--- src/rtl/mul_err_scan_ctrl_if.sv ---
`default_nettype none
// ============================================================================
// Module   : mul_err_scan_ctrl_if
// Purpose  : Bundles the control handshake, the operand/product link to the
//            multiplier under test and the result bus of mul_err_scan_ctrl.
// Ports    : master modport = scan controller side
//              in : start, mode, num_samples, mul_p
//              out: mul_a, mul_b, busy, done, err_count, sum_abs_ed, max_ed,
//                   worst_a, worst_b (+ sum_ed when SIGNED_ED_EN is defined)
//            slave modport  = host / multiplier side (directions mirrored)
// Options  : SIGNED_ED_EN adds the signed error-sum result sum_ed.
// Revision : 1.0 - initial release
// ============================================================================
interface mul_err_scan_ctrl_if #(
  parameter int WIDTH    = 8,
  parameter int SAMPLE_W = 17
);
  logic                          start;
  logic                          mode;
  logic [SAMPLE_W-1:0]           num_samples;
  logic [WIDTH-1:0]              mul_a;
  logic [WIDTH-1:0]              mul_b;
  logic [2*WIDTH-1:0]            mul_p;
  logic                          busy;
  logic                          done;
  logic [SAMPLE_W-1:0]           err_count;
  logic [2*WIDTH+SAMPLE_W-1:0]   sum_abs_ed;
  logic [2*WIDTH-1:0]            max_ed;
  logic [WIDTH-1:0]              worst_a;
  logic [WIDTH-1:0]              worst_b;
`ifdef SIGNED_ED_EN
  logic signed [2*WIDTH+SAMPLE_W:0] sum_ed;

  modport master (
    input  start, mode, num_samples, mul_p,
    output mul_a, mul_b, busy, done, err_count, sum_abs_ed, max_ed,
           worst_a, worst_b, sum_ed
  );

  modport slave (
    output start, mode, num_samples, mul_p,
    input  mul_a, mul_b, busy, done, err_count, sum_abs_ed, max_ed,
           worst_a, worst_b, sum_ed
  );
`else
  modport master (
    input  start, mode, num_samples, mul_p,
    output mul_a, mul_b, busy, done, err_count, sum_abs_ed, max_ed,
           worst_a, worst_b
  );

  modport slave (
    output start, mode, num_samples, mul_p,
    input  mul_a, mul_b, busy, done, err_count, sum_abs_ed, max_ed,
           worst_a, worst_b
  );
`endif
endinterface
`default_nettype wire

--- src/rtl/mul_err_scan_ctrl.sv ---
`default_nettype none
// ============================================================================
// Module   : mul_err_scan_ctrl
// Purpose  : Error-characterisation sequencer for an external combinational
//            approximate multiplier. Generates operand pairs (exhaustive sweep
//            or Galois-LFSR samples), waits a settle time, samples the product
//            and accumulates error count, sum of |error|, maximum |error| and
//            the operands that first produced that maximum.
// Ports    : clk    - system clock, rising edge
//            rst_n  - asynchronous active-low reset
//            bus    - mul_err_scan_ctrl_if.master (start/mode/num_samples in,
//                     mul_a/mul_b out, mul_p in, busy/done and results out)
// Options  : SIGNED_ED_EN - adds signed accumulator sum_ed of (exact - mul_p).
// Revision : 1.0 - initial release
// ============================================================================
module mul_err_scan_ctrl #(
  parameter int                 WIDTH         = 8,
  parameter int                 SETTLE_CYCLES = 3,
  parameter int                 SAMPLE_W      = 17,
  parameter logic [2*WIDTH-1:0] LFSR_SEED     = 16'hACE1,
  parameter logic [2*WIDTH-1:0] LFSR_TAPS     = 16'hB400
) (
  input  logic                clk,
  input  logic                rst_n,
  mul_err_scan_ctrl_if.master bus
);

  localparam int PW    = 2 * WIDTH;
  localparam int SUM_W = PW + SAMPLE_W;
  // Settle counter counts down from SETTLE_CYCLES-1 to 0.
  localparam int SET_W = (SETTLE_CYCLES > 1) ? $clog2(SETTLE_CYCLES) : 1;
  localparam logic [SET_W-1:0]    SETTLE_LOAD = SET_W'(SETTLE_CYCLES - 1);
  // Number of operand pairs in an exhaustive sweep (2^(2*WIDTH)).
  localparam logic [SAMPLE_W-1:0] EXH_COUNT   = SAMPLE_W'(1) << PW;

  typedef enum logic [2:0] {
    S_IDLE   = 3'd0,
    S_APPLY  = 3'd1,
    S_WAIT   = 3'd2,
    S_SAMPLE = 3'd3,
    S_DONE   = 3'd4
  } state_t;

  state_t              state_q,      state_d;
  logic                mode_q,       mode_d;
  logic [SAMPLE_W-1:0] num_q,        num_d;
  logic [SAMPLE_W-1:0] cnt_q,        cnt_d;
  logic [PW-1:0]       lfsr_q,       lfsr_d;
  logic [SET_W-1:0]    settle_q,     settle_d;
  logic [WIDTH-1:0]    mul_a_q,      mul_a_d;
  logic [WIDTH-1:0]    mul_b_q,      mul_b_d;
  logic                busy_q,       busy_d;
  logic                done_q,       done_d;
  logic [SAMPLE_W-1:0] err_count_q,  err_count_d;
  logic [SUM_W-1:0]    sum_abs_ed_q, sum_abs_ed_d;
  logic [PW-1:0]       max_ed_q,     max_ed_d;
  logic [WIDTH-1:0]    worst_a_q,    worst_a_d;
  logic [WIDTH-1:0]    worst_b_q,    worst_b_d;
`ifdef SIGNED_ED_EN
  logic signed [SUM_W:0] sum_ed_q,   sum_ed_d;
  logic signed [PW:0]    ed_signed;
`endif

  // Datapath helpers
  logic [PW-1:0]       exact;
  logic [PW-1:0]       abs_ed;
  logic [SAMPLE_W-1:0] cnt_inc;
  logic                last_sample;
  logic [PW-1:0]       lfsr_step;

  assign exact   = {{WIDTH{1'b0}}, mul_a_q} * {{WIDTH{1'b0}}, mul_b_q};
  // Subtract in the direction that cannot underflow to get |exact - mul_p|.
  assign abs_ed  = (exact >= bus.mul_p) ? (exact - bus.mul_p) : (bus.mul_p - exact);
  assign cnt_inc = cnt_q + SAMPLE_W'(1);
  assign last_sample = mode_q ? (cnt_inc == num_q) : (cnt_inc == EXH_COUNT);
  // Galois right-shift: feedback applied when the bit shifted out is 1.
  assign lfsr_step = {1'b0, lfsr_q[PW-1:1]} ^ (lfsr_q[0] ? LFSR_TAPS : {PW{1'b0}});
`ifdef SIGNED_ED_EN
  assign ed_signed = $signed({1'b0, exact}) - $signed({1'b0, bus.mul_p});
`endif

  always_comb begin
    state_d      = state_q;
    mode_d       = mode_q;
    num_d        = num_q;
    cnt_d        = cnt_q;
    lfsr_d       = lfsr_q;
    settle_d     = settle_q;
    mul_a_d      = mul_a_q;
    mul_b_d      = mul_b_q;
    busy_d       = busy_q;
    done_d       = 1'b0;
    err_count_d  = err_count_q;
    sum_abs_ed_d = sum_abs_ed_q;
    max_ed_d     = max_ed_q;
    worst_a_d    = worst_a_q;
    worst_b_d    = worst_b_q;
`ifdef SIGNED_ED_EN
    sum_ed_d     = sum_ed_q;
`endif

    case (state_q)
      S_IDLE: begin
        if (bus.start) begin
          mode_d       = bus.mode;
          num_d        = bus.num_samples;
          cnt_d        = '0;
          lfsr_d       = LFSR_SEED;
          err_count_d  = '0;
          sum_abs_ed_d = '0;
          max_ed_d     = '0;
          worst_a_d    = '0;
          worst_b_d    = '0;
`ifdef SIGNED_ED_EN
          sum_ed_d     = '0;
`endif
          // An empty LFSR scan completes immediately without asserting busy.
          if (bus.mode && (bus.num_samples == '0)) begin
            state_d = S_DONE;
            done_d  = 1'b1;
          end else begin
            state_d = S_APPLY;
            busy_d  = 1'b1;
          end
        end
      end

      S_APPLY: begin
        // Exhaustive: counter high byte / low byte, so b advances fastest.
        if (mode_q) begin
          mul_a_d = lfsr_q[PW-1:WIDTH];
          mul_b_d = lfsr_q[WIDTH-1:0];
        end else begin
          mul_a_d = cnt_q[PW-1:WIDTH];
          mul_b_d = cnt_q[WIDTH-1:0];
        end
        settle_d = SETTLE_LOAD;
        state_d  = S_WAIT;
      end

      S_WAIT: begin
        if (settle_q == '0) begin
          state_d = S_SAMPLE;
        end else begin
          settle_d = settle_q - SET_W'(1);
        end
      end

      S_SAMPLE: begin
        if (abs_ed != '0) begin
          err_count_d = err_count_q + SAMPLE_W'(1);
        end
        sum_abs_ed_d = sum_abs_ed_q + {{SAMPLE_W{1'b0}}, abs_ed};
        // Strict compare keeps the first pair that reached the maximum.
        if (abs_ed > max_ed_q) begin
          max_ed_d  = abs_ed;
          worst_a_d = mul_a_q;
          worst_b_d = mul_b_q;
        end
`ifdef SIGNED_ED_EN
        sum_ed_d = sum_ed_q + {{SAMPLE_W{ed_signed[PW]}}, ed_signed};
`endif
        cnt_d  = cnt_inc;
        lfsr_d = lfsr_step;
        if (last_sample) begin
          state_d = S_DONE;
          done_d  = 1'b1;
          busy_d  = 1'b0;
        end else begin
          state_d = S_APPLY;
        end
      end

      S_DONE: begin
        state_d = S_IDLE;
      end

      default: begin
        state_d = S_IDLE;
      end
    endcase
  end

  always_ff @(posedge clk or negedge rst_n) begin
    if (!rst_n) begin
      state_q      <= S_IDLE;
      mode_q       <= 1'b0;
      num_q        <= '0;
      cnt_q        <= '0;
      lfsr_q       <= LFSR_SEED;
      settle_q     <= '0;
      mul_a_q      <= '0;
      mul_b_q      <= '0;
      busy_q       <= 1'b0;
      done_q       <= 1'b0;
      err_count_q  <= '0;
      sum_abs_ed_q <= '0;
      max_ed_q     <= '0;
      worst_a_q    <= '0;
      worst_b_q    <= '0;
`ifdef SIGNED_ED_EN
      sum_ed_q     <= '0;
`endif
    end else begin
      state_q      <= state_d;
      mode_q       <= mode_d;
      num_q        <= num_d;
      cnt_q        <= cnt_d;
      lfsr_q       <= lfsr_d;
      settle_q     <= settle_d;
      mul_a_q      <= mul_a_d;
      mul_b_q      <= mul_b_d;
      busy_q       <= busy_d;
      done_q       <= done_d;
      err_count_q  <= err_count_d;
      sum_abs_ed_q <= sum_abs_ed_d;
      max_ed_q     <= max_ed_d;
      worst_a_q    <= worst_a_d;
      worst_b_q    <= worst_b_d;
`ifdef SIGNED_ED_EN
      sum_ed_q     <= sum_ed_d;
`endif
    end
  end

  assign bus.mul_a      = mul_a_q;
  assign bus.mul_b      = mul_b_q;
  assign bus.busy       = busy_q;
  assign bus.done       = done_q;
  assign bus.err_count  = err_count_q;
  assign bus.sum_abs_ed = sum_abs_ed_q;
  assign bus.max_ed     = max_ed_q;
  assign bus.worst_a    = worst_a_q;
  assign bus.worst_b    = worst_b_q;
`ifdef SIGNED_ED_EN
  assign bus.sum_ed     = sum_ed_q;
`endif

endmodule
`default_nettype wire

--- src/flat_wrapper.sv ---
// flat-port wrapper written by rule: the top's interface ports become plain ports
module mul_err_scan_ctrl_flat 
#(
  parameter int                 WIDTH         = 8,
  parameter int                 SETTLE_CYCLES = 3,
  parameter int                 SAMPLE_W      = 17,
  parameter logic [2*WIDTH-1:0] LFSR_SEED     = 16'hACE1,
  parameter logic [2*WIDTH-1:0] LFSR_TAPS     = 16'hB400
)
  (clk, rst_n, bus_start, bus_mode, bus_num_samples, bus_mul_p, bus_mul_a, bus_mul_b, bus_busy, bus_done, bus_err_count, bus_sum_abs_ed, bus_max_ed, bus_worst_a, bus_worst_b);
  mul_err_scan_ctrl_if #(.WIDTH(WIDTH), .SAMPLE_W(SAMPLE_W)) bus_i ();
  input  logic clk;
  input  logic rst_n;
  input wire logic [$bits(bus_i.start)-1:0] bus_start;
  input wire logic [$bits(bus_i.mode)-1:0] bus_mode;
  input wire logic [$bits(bus_i.num_samples)-1:0] bus_num_samples;
  input wire logic [$bits(bus_i.mul_p)-1:0] bus_mul_p;
  output wire logic [$bits(bus_i.mul_a)-1:0] bus_mul_a;
  output wire logic [$bits(bus_i.mul_b)-1:0] bus_mul_b;
  output wire logic [$bits(bus_i.busy)-1:0] bus_busy;
  output wire logic [$bits(bus_i.done)-1:0] bus_done;
  output wire logic [$bits(bus_i.err_count)-1:0] bus_err_count;
  output wire logic [$bits(bus_i.sum_abs_ed)-1:0] bus_sum_abs_ed;
  output wire logic [$bits(bus_i.max_ed)-1:0] bus_max_ed;
  output wire logic [$bits(bus_i.worst_a)-1:0] bus_worst_a;
  output wire logic [$bits(bus_i.worst_b)-1:0] bus_worst_b;
  assign bus_i.start = bus_start;
  assign bus_i.mode = bus_mode;
  assign bus_i.num_samples = bus_num_samples;
  assign bus_i.mul_p = bus_mul_p;
  assign bus_mul_a = bus_i.mul_a;
  assign bus_mul_b = bus_i.mul_b;
  assign bus_busy = bus_i.busy;
  assign bus_done = bus_i.done;
  assign bus_err_count = bus_i.err_count;
  assign bus_sum_abs_ed = bus_i.sum_abs_ed;
  assign bus_max_ed = bus_i.max_ed;
  assign bus_worst_a = bus_i.worst_a;
  assign bus_worst_b = bus_i.worst_b;
  mul_err_scan_ctrl #(.WIDTH(WIDTH), .SETTLE_CYCLES(SETTLE_CYCLES), .SAMPLE_W(SAMPLE_W), .LFSR_SEED(LFSR_SEED), .LFSR_TAPS(LFSR_TAPS)) u_core (.clk(clk), .rst_n(rst_n), .bus(bus_i));
endmodule
--- config.mk ---
export PLATFORM = sky130hd
export DESIGN_NAME = mul_err_scan_ctrl_flat
export DESIGN_NICKNAME = d
export VERILOG_FILES = /design/src/rtl/mul_err_scan_ctrl_if.sv /design/src/rtl/mul_err_scan_ctrl.sv /design/src/flat_wrapper.sv
export SDC_FILE = /design/constraint.sdc
export NUM_CORES = 1
export LEC_CHECK = 0
export BUFFER_PORTS_ARGS = -buffer_cell sky130_fd_sc_hd__buf_2
export CAP_MARGIN = 20
export CORE_MARGIN = 10
export CORE_UTILIZATION = 59
export CTS_CLUSTER_DIAMETER = 200
export CTS_CLUSTER_SIZE = 24
export DETAILED_ROUTE_END_ITERATION = 8
export GPL_TIMING_DRIVEN = 0
export PLACE_DENSITY = 0.8
export RECOVER_POWER = 50
export SYNTH_ARGS = -nofsm -noshare
export SYNTH_HDL_FRONTEND = slang
export SYNTH_SLANG_ARGS = --single-unit
--- constraint.sdc ---
create_clock -name clk -period 10.2 [get_ports clk]
set_input_delay 1.02 -clock clk [delete_from_list [all_inputs] [get_ports clk]]
set_output_delay 1.02 -clock clk [all_outputs]
set_load 0.01 [all_outputs]
==> metrics.txt, run 1 <==
# TYPE chip_impl_metric gauge
chip_impl_info{name="status",value="finished with violations"} 1
chip_impl_info{name="violations",value="capacitance limit, slew limit"} 1
chip_impl_metric{name="setup.reg_to_reg.worst_slack",unit="ns"} 0.62
chip_impl_metric{name="synth-seq-area-share",unit="%"} 30.4
chip_impl_metric{name="clock-sinks",unit=""} 156
chip_impl_info{name="clock-root-buffer",value="sky130_fd_sc_hd__clkbuf_16"} 1
chip_impl_metric{name="boundaryPins",unit=""} 137
chip_impl_metric{name="slew_viol_final",unit=""} 159
chip_impl_metric{name="placementRows",unit=""} 54
chip_impl_metric{name="place.port_buffers",unit=""} 136
chip_impl_metric{name="synth_enable_flop_cells",unit=""} 0
chip_impl_info{name="start_kind",value="flop"} 1
chip_impl_metric{name="dp_hpwl",unit="mm"} 27.3
chip_impl_metric{name="achievable-frequency",unit="MHz"} 104
chip_impl_metric{name="ys_seq_elements",unit=""} 156
chip_impl_metric{name="detail_route.first_pass.iterations",unit=""} 7
chip_impl_metric{name="final_antenna_net_count",unit=""} 0
chip_impl_metric{name="drt_first_iter_violations",unit=""} 985
chip_impl_metric{name="final.fill_count",unit=""} 1766
chip_impl_info{name="timing.hold.worst.start",value="u_core.bus.sum_abs_ed[32]$_DFFE_PN0P_"} 1
chip_impl_info{name="yosysTopAreaCell",value="sky130_fd_sc_hd__dfrtp_1"} 1
chip_impl_metric{name="cts_made_buffers",unit=""} 17
chip_impl_info{name="cts_tree",value="built"} 1
chip_impl_metric{name="worst_setup_hold_path_clk_slew",unit="ns"} 0.07
chip_impl_metric{name="gr-total-overflow",unit=""} 0
chip_impl_metric{name="number_of_max_capacitance_violations_reported",unit=""} 2
chip_impl_info{name="unrepaired_setup_endpoints_after_global_routing",value="false"} 1
chip_impl_metric{name="design.core.area",unit="mm^2"} 0.0217
chip_impl_info{name="yosys-top-cells-count",value="sky130_fd_sc_hd__nand2_1, sky130_fd_sc_hd__dfrtp_1, sky130_fd_sc_hd__inv_1, sky130_fd_sc_hd__ha_1, sky130_fd_sc_hd__o21ai_0"} 1
chip_impl_metric{name="final-setup-viol-count",unit=""} 0
chip_impl_metric{name="routed_via_density",unit=""} 6.01
chip_impl_info{name="crit_start",value="u_core.bus.mul_a[1]$_DFFE_PN0P_"} 1
chip_impl_info{name="min_path_type",value="flop to flop"} 1
chip_impl_metric{name="rr_worst_depth",unit=""} 37
chip_impl_metric{name="yosysTopAreaCellShare",unit="%"} 28.7
chip_impl_metric{name="hold_buffers",unit=""} 0
chip_impl_metric{name="ctsResizeCount",unit=""} 0
chip_impl_metric{name="synth.cell_area",unit="mm^2"} 0.0129
chip_impl_metric{name="die_width",unit="um"} 168
chip_impl_info{name="critical_path.endpoint_type",value="flop"} 1
chip_impl_info{name="min_delay_worst_endpoint",value="u_core.bus.sum_abs_ed[32]$_DFFE_PN0P_"} 1
chip_impl_metric{name="hold_depth",unit=""} 1
chip_impl_info{name="critical_path.top_delay_family",value="adder cells"} 1
chip_impl_metric{name="final_net_count",unit=""} 1820
chip_impl_metric{name="critical_path_peak_fanout",unit=""} 11
chip_impl_info{name="netlist_top_cells_area",value="sky130_fd_sc_hd__dfrtp_1, sky130_fd_sc_hd__ha_1, sky130_fd_sc_hd__fa_1"} 1
chip_impl_metric{name="synthesis.area_per_instance",unit="um^2"} 8.69
chip_impl_info{name="regToRegEndpoint",value="u_core.bus.max_ed[15]$_DFFE_PN0P_"} 1
chip_impl_metric{name="dieHeight",unit="um"} 168
chip_impl_metric{name="grt_pass1_wl",unit="mm"} 58.6
chip_impl_metric{name="yosys_warnings",unit=""} 0
chip_impl_metric{name="grt_antenna_before_repair",unit=""} 0
chip_impl_metric{name="syn_inst",unit=""} 1483
chip_impl_info{name="synthMostInstantiatedCell",value="sky130_fd_sc_hd__nand2_1"} 1
chip_impl_metric{name="synth-async-reset-ratio",unit="%"} 100
chip_impl_metric{name="finalHoldViolations",unit=""} 0
chip_impl_info{name="r2r-start",value="u_core.bus.mul_a[1]$_DFFE_PN0P_"} 1
chip_impl_info{name="ys_dominant_reg_cell",value="sky130_fd_sc_hd__dfrtp_1"} 1
chip_impl_metric{name="critPathMaxStageDelay",unit="ns"} 0.55
chip_impl_metric{name="initial_core_util",unit="%"} 59.4
chip_impl_metric{name="dieArea",unit="mm^2"} 0.0282
chip_impl_metric{name="routedWlPerCell",unit="um"} 18.8
chip_impl_metric{name="routed_wire_length",unit="mm"} 36.4
chip_impl_metric{name="finalWorstPathRequiredPeriod",unit="ns"} 9.58
chip_impl_metric{name="period_share",unit="%"} 93.9
chip_impl_metric{name="finalSetupTns",unit="ns"} 0
chip_impl_metric{name="timing.critical_path.required",unit="ns"} 10.54
chip_impl_metric{name="wp_data_arrival",unit="ns"} 9.92
chip_impl_metric{name="ys_types",unit=""} 80
chip_impl_metric{name="final_layout_size_suffix_gt1_share",unit="%"} 11.2
chip_impl_metric{name="grt_max_degree",unit=""} 96
chip_impl_metric{name="clock_latency",unit="ns"} 0.44
chip_impl_metric{name="insertedDiodeCount",unit=""} 0
chip_impl_metric{name="htreeDepth",unit=""} 4
chip_impl_metric{name="routabilityCongestion",unit=""} 0.915
chip_impl_metric{name="areaGrowthSynthToFinish",unit="%"} 12.3
chip_impl_metric{name="drc_errors",unit=""} 0
chip_impl_metric{name="worst_clock_skew",unit="ns"} 0.00859
chip_impl_metric{name="maxSlewHeadroom",unit="%"} -233
chip_impl_metric{name="grt_usage",unit="%"} 25.2
chip_impl_metric{name="clk_path_buf_depth",unit=""} 2
chip_impl_metric{name="syn-num-nets",unit=""} 1665
chip_impl_metric{name="cts_setup_buffers",unit=""} 0
chip_impl_info{name="worst_path_max_delay_cell",value="sky130_fd_sc_hd__fa_1"} 1
chip_impl_info{name="crit_type",value="flop to flop"} 1
chip_impl_metric{name="worstMarginPinSlew",unit="ns"} 4.99
chip_impl_metric{name="vias",unit=""} 11600
chip_impl_metric{name="critical_path_buffers_and_inverters",unit=""} 10
chip_impl_metric{name="first_global_vias",unit=""} 11500
==> layer usage <==
layer | GRT usage, % | part of all wire [%] | up-vias
li1 | - | - | 5492
met1 | 32.1 | 42 | 5575
met2 | 42.1 | 49 | 455
met3 | 3.84 | 6.2 | 89
met4 | 9.84 | 3.1 | 0
met5 | 0 | 0 | -
==> state kept, by name (all words and copies together) (netlist names), 16 cells and up <==
name                   flops
u_core.bus.sum_abs_ed     33
u_core.cnt_q              17
u_core.bus.err_count      17
u_core.num_q              17
u_core.bus.max_ed         16
u_core.lfsr_q             16
==> how the worst max path moves through the flow <==
stage / cells past startpoint / slack, ns / end
finish: 37 / 0.62 / u_core.bus.max_ed[15]$_DFFE_PN0P_
global route: 36 / 0.19 / u_core.bus.max_ed[13]$_DFFE_PN0P_
CTS: 37 / 0.20 / u_core.bus.max_ed[15]$_DFFE_PN0P_
detailed placement: 37 / 0.33 / u_core.bus.max_ed[10]$_DFFE_PN0P_
global placement: 37 / 0.54 / u_core.bus.max_ed[15]$_DFFE_PN0P_
floorplan: 36 / 2.03 / u_core.bus.max_ed[10]$_DFFE_PN0P_
==> through the flow <==
step	utilization [%]	hold WS (ns)	setup WS, ns	cells	area (um^2)
5_1_grt	66.7	0.523	0.194	1931	14500
6_report	66.7	0.477	0.620	1931	14500
3_5_place_dp	64.3	0.467	0.326	1900	13900
2_1_floorplan	-	0.446	2.03	1483	12900
4_1_cts	67.1	0.482	0.196	1932	14600
3_3_place_gp	64.2	0.463	0.542	1899	13900
==> worst reg2reg max path: cells and delay by family, from the launching register on <==
kind	cells	cell delay, ns
buf+inv	10	2.17
fa+ha+maj	7	3.04
xor+xnor	1	0.21
flops	1	0.34
compound gates	12	2.74
simple gates	7	1.01
==> layout by cell type, fill, tap and decap left out, types with 31 or more instances in the layout <==
cell type                  instances
sky130_fd_sc_hd__a21oi_1          76
sky130_fd_sc_hd__and2_1           65
sky130_fd_sc_hd__buf_2           100
sky130_fd_sc_hd__clkbuf_1        101
sky130_fd_sc_hd__dfrtp_1         148
sky130_fd_sc_hd__fa_1             39
sky130_fd_sc_hd__ha_1            106
sky130_fd_sc_hd__inv_1           129
sky130_fd_sc_hd__mux2i_1          39
sky130_fd_sc_hd__nand2_1         199
sky130_fd_sc_hd__nand3_1          31
sky130_fd_sc_hd__nor2_1           67
sky130_fd_sc_hd__o21ai_0         101
sky130_fd_sc_hd__o31ai_1          32
sky130_fd_sc_hd__xnor2_1          48
==> cell type report <==
type	instances	area (um^2)	share of cell area (%)
multi-input cells	1115	8090	55.9
flip-flops and latches	156	3910	27.0
repair buffers	137	624	4.31
inverters	130	488	3.37
clock buffers	17	425	2.94
plain buffers	81	403	2.78
well taps	280	350	2.42
clock inverters	15	178	1.23
==> cells by family after synthesis <==
kind of cell	synth area share (%)
muxes	3.12
AOI/OAI and AO/OA	18.8
and+or+nand+nor	19.3
buffers and inverters	6.93
adders and majority gates	16.4
xor gates and xnor gates	5.10
DFF	30.4
Power of run 1 is left out: the tool's default activity adds up to more than one toggle a clock period on the data nets, which glitch-free logic cannot reach.
==> run 2, diff against run 1 <==
- CAP_MARGIN: 20 -> 40
- CORE_UTILIZATION: 59 -> 50
- PLACE_DENSITY: 0.8 -> 0.7
==> run 2 against run 1 <==
  * The run still ends with capacitance limit, slew limit left
  * Clock skew increased by 0.0064 ns
  * Fmax grew 0.53%
  * Highest routed layer unchanged
  * Cell area increased by 0.46%
  * Worst setup slack better by 0.051 ns
  * Wire length increased by 1.8%
  * Final cell count up 2.6%
  * Sequential cell count is the same
  * Hold slack better by 0.0093 ns
  * Global-route usage shrank 2.9 points
  * Critical path depth down 3
  * Utilization down 9.2 points
  * Largest cell class unchanged
==> metrics.txt, run 2 (synthesized netlist as in run 1, its figures left out) <==
# TYPE chip_impl_metric gauge
chip_impl_info{name="clock-root-buffer",value="sky130_fd_sc_hd__clkbuf_16"} 1
chip_impl_metric{name="wp_data_arrival",unit="ns"} 9.86
chip_impl_metric{name="drt_first_iter_violations",unit=""} 1006
chip_impl_metric{name="final-setup-viol-count",unit=""} 0
chip_impl_metric{name="initial_core_util",unit="%"} 51.0
chip_impl_metric{name="largest_register_ffs",unit=""} 33
chip_impl_metric{name="number_of_max_capacitance_violations_reported",unit=""} 2
chip_impl_metric{name="critical_path_peak_fanout",unit=""} 11
chip_impl_info{name="cts_tree",value="built"} 1
chip_impl_metric{name="gr-total-overflow",unit=""} 0
chip_impl_metric{name="slew_viol_final",unit=""} 159
chip_impl_metric{name="dp_hpwl",unit="mm"} 28.1
chip_impl_info{name="crit_type",value="flop to flop"} 1
chip_impl_metric{name="achievable-frequency",unit="MHz"} 105
chip_impl_metric{name="cts_made_buffers",unit=""} 17
chip_impl_metric{name="hold_buffers",unit=""} 0
chip_impl_metric{name="routed_via_density",unit=""} 5.83
chip_impl_metric{name="dieHeight",unit="um"} 181
chip_impl_metric{name="critical_path_buffers_and_inverters",unit=""} 8
chip_impl_metric{name="maxSlewHeadroom",unit="%"} -280
chip_impl_metric{name="clock-sinks",unit=""} 156
chip_impl_info{name="layout.cells.most_common",value="sky130_fd_sc_hd__nand2_1"} 1
chip_impl_metric{name="worst_clock_skew",unit="ns"} 0.0150
chip_impl_metric{name="final_net_count",unit=""} 1820
chip_impl_metric{name="finalSetupTns",unit="ns"} 0
chip_impl_metric{name="vias",unit=""} 11600
chip_impl_metric{name="grt_antenna_before_repair",unit=""} 0
chip_impl_metric{name="clock_latency",unit="ns"} 0.44
chip_impl_metric{name="design.core.area",unit="mm^2"} 0.0253
chip_impl_metric{name="routedWlPerCell",unit="um"} 18.7
chip_impl_info{name="highest-signal-layer",value="met4"} 1
chip_impl_info{name="unrepaired_setup_endpoints_after_global_routing",value="false"} 1
chip_impl_metric{name="ctsResizeCount",unit=""} 0
chip_impl_metric{name="routabilityCongestion",unit=""} 0.917
chip_impl_metric{name="setup.reg_to_reg.worst_slack",unit="ns"} 0.67
chip_impl_metric{name="routed_wire_length",unit="mm"} 37.0
chip_impl_metric{name="dieArea",unit="mm^2"} 0.0326
chip_impl_info{name="final_cell_mix",value="sky130_fd_sc_hd__nand2_1, sky130_fd_sc_hd__dfrtp_1, sky130_fd_sc_hd__inv_1"} 1
chip_impl_metric{name="grt_pass1_wl",unit="mm"} 60.4
chip_impl_metric{name="finalHoldViolations",unit=""} 0
chip_impl_metric{name="clk_path_buf_depth",unit=""} 2
chip_impl_info{name="critical_path.top_delay_family",value="adder cells"} 1
chip_impl_metric{name="place.port_buffers",unit=""} 136
chip_impl_metric{name="cts_setup_buffers",unit=""} 0
chip_impl_metric{name="boundaryPins",unit=""} 137
chip_impl_info{name="min_path_type",value="flop to flop"} 1
chip_impl_metric{name="htreeDepth",unit=""} 4
chip_impl_info{name="violations",value="capacitance limit, slew limit"} 1
chip_impl_metric{name="critPathMaxStageDelay",unit="ns"} 0.55
chip_impl_metric{name="period_share",unit="%"} 93.4
chip_impl_metric{name="areaGrowthSynthToFinish",unit="%"} 12.8
chip_impl_metric{name="insertedDiodeCount",unit=""} 0
chip_impl_info{name="worst_path_max_delay_cell",value="sky130_fd_sc_hd__fa_1"} 1
chip_impl_metric{name="first_global_vias",unit=""} 11400
chip_impl_info{name="timing.critical_path.mode_cell",value="sky130_fd_sc_hd__fa_1"} 1
chip_impl_metric{name="placementRows",unit=""} 58
chip_impl_metric{name="grt_max_degree",unit=""} 105
chip_impl_metric{name="final_layout_size_suffix_gt1_share",unit="%"} 11.2
chip_impl_info{name="status",value="finished with violations"} 1
chip_impl_metric{name="routed_metal_1_wire_length",unit="mm"} 16.4
chip_impl_metric{name="worstMarginPinSlew",unit="ns"} 5.70
chip_impl_metric{name="timing.critical_path.required",unit="ns"} 10.53
chip_impl_metric{name="final_antenna_net_count",unit=""} 0
chip_impl_metric{name="detail_route.first_pass.iterations",unit=""} 7
chip_impl_metric{name="routed-wl-met2",unit="mm"} 17.8
chip_impl_metric{name="die_width",unit="um"} 181
chip_impl_metric{name="detailroute.wirelength.met3",unit="mm"} 1.83
chip_impl_metric{name="drc_errors",unit=""} 0
chip_impl_metric{name="worst_setup_hold_path_clk_slew",unit="ns"} 0.07
chip_impl_info{name="critical_path.endpoint_type",value="flop"} 1
chip_impl_metric{name="finalWorstPathRequiredPeriod",unit="ns"} 9.53
chip_impl_metric{name="grt_usage",unit="%"} 22.3
chip_impl_info{name="start_kind",value="flop"} 1
run 2: changes by cell type in the layout (fill, tap and decap cells not counted):
cell and change:
sky130_fd_sc_hd__clkbuf_8 +2, sky130_fd_sc_hd__clkinvlp_4 +3, sky130_fd_sc_hd__inv_8 -1, sky130_fd_sc_hd__inv_6 -1, sky130_fd_sc_hd__clkinv_4 -3
run 2: final timing paths:
kind	cells after the start	start	end
min in group asynchronous	1	rst_n	u_core.bus.err_count[7]$_DFFE_PN0P_
max reg2reg	34	u_core.bus.mul_a[1]$_DFFE_PN0P_	u_core.bus.max_ed[1]$_DFFE_PN0P_
min reg2reg	2	u_core.num_q[11]$_DFFE_PN0P_	u_core.num_q[11]$_DFFE_PN0P_
max	34	u_core.bus.mul_a[1]$_DFFE_PN0P_	u_core.bus.max_ed[1]$_DFFE_PN0P_
min	2	u_core.num_q[11]$_DFFE_PN0P_	u_core.num_q[11]$_DFFE_PN0P_
max in group asynchronous	2	rst_n	u_core.bus.max_ed[5]$_DFFE_PN0P_
run 2: layout make-up:
| cell class | instances | area (um^2) |
|---|---|---|
| clock buffers | 19 | 453 |
| flip-flops and latches | 156 | 3910 |
| multi-input cells | 1115 | 8090 |
| well taps | 330 | 413 |
| plain buffers | 81 | 403 |
| clock inverters | 13 | 154 |
| inverters | 130 | 488 |
| fillers | 2337 | 10700 |
| repair buffers | 137 | 624 |
run 2: metrics by stage:
stage / hold WS (ns) / area, um^2 / cells / util, % / setup WS [ns]
global route: 0.518 / 14500 / 1981 / 57.6 / 0.146
floorplan: 0.446 / 12900 / 1483 / - / 2.03
detailed placement: 0.469 / 14000 / 1950 / 55.5 / 0.154
CTS: 0.486 / 14600 / 1982 / 57.9 / 0.119
global placement: 0.465 / 14000 / 1949 / 55.4 / 0.282
finish: 0.486 / 14500 / 1981 / 57.6 / 0.671
run 2: worst min-delay path: cells and delay by family, from the launching register on:
| kind | cells | cell delay [ns] |
|---|---|---|
| flip-flops | 1 | 0.34 |
| AND/OR/NAND/NOR | 2 | 0.12 |
run 2: layer usage:
layer / GRT usage, % / vias up
li1: - / 5493
met1: 28.8 / 5621
met2: 37.8 / 382
met3: 3.09 / 57
met4: 6.23 / 0
met5: 0 / -
Power of run 2 is left out for the same reason.
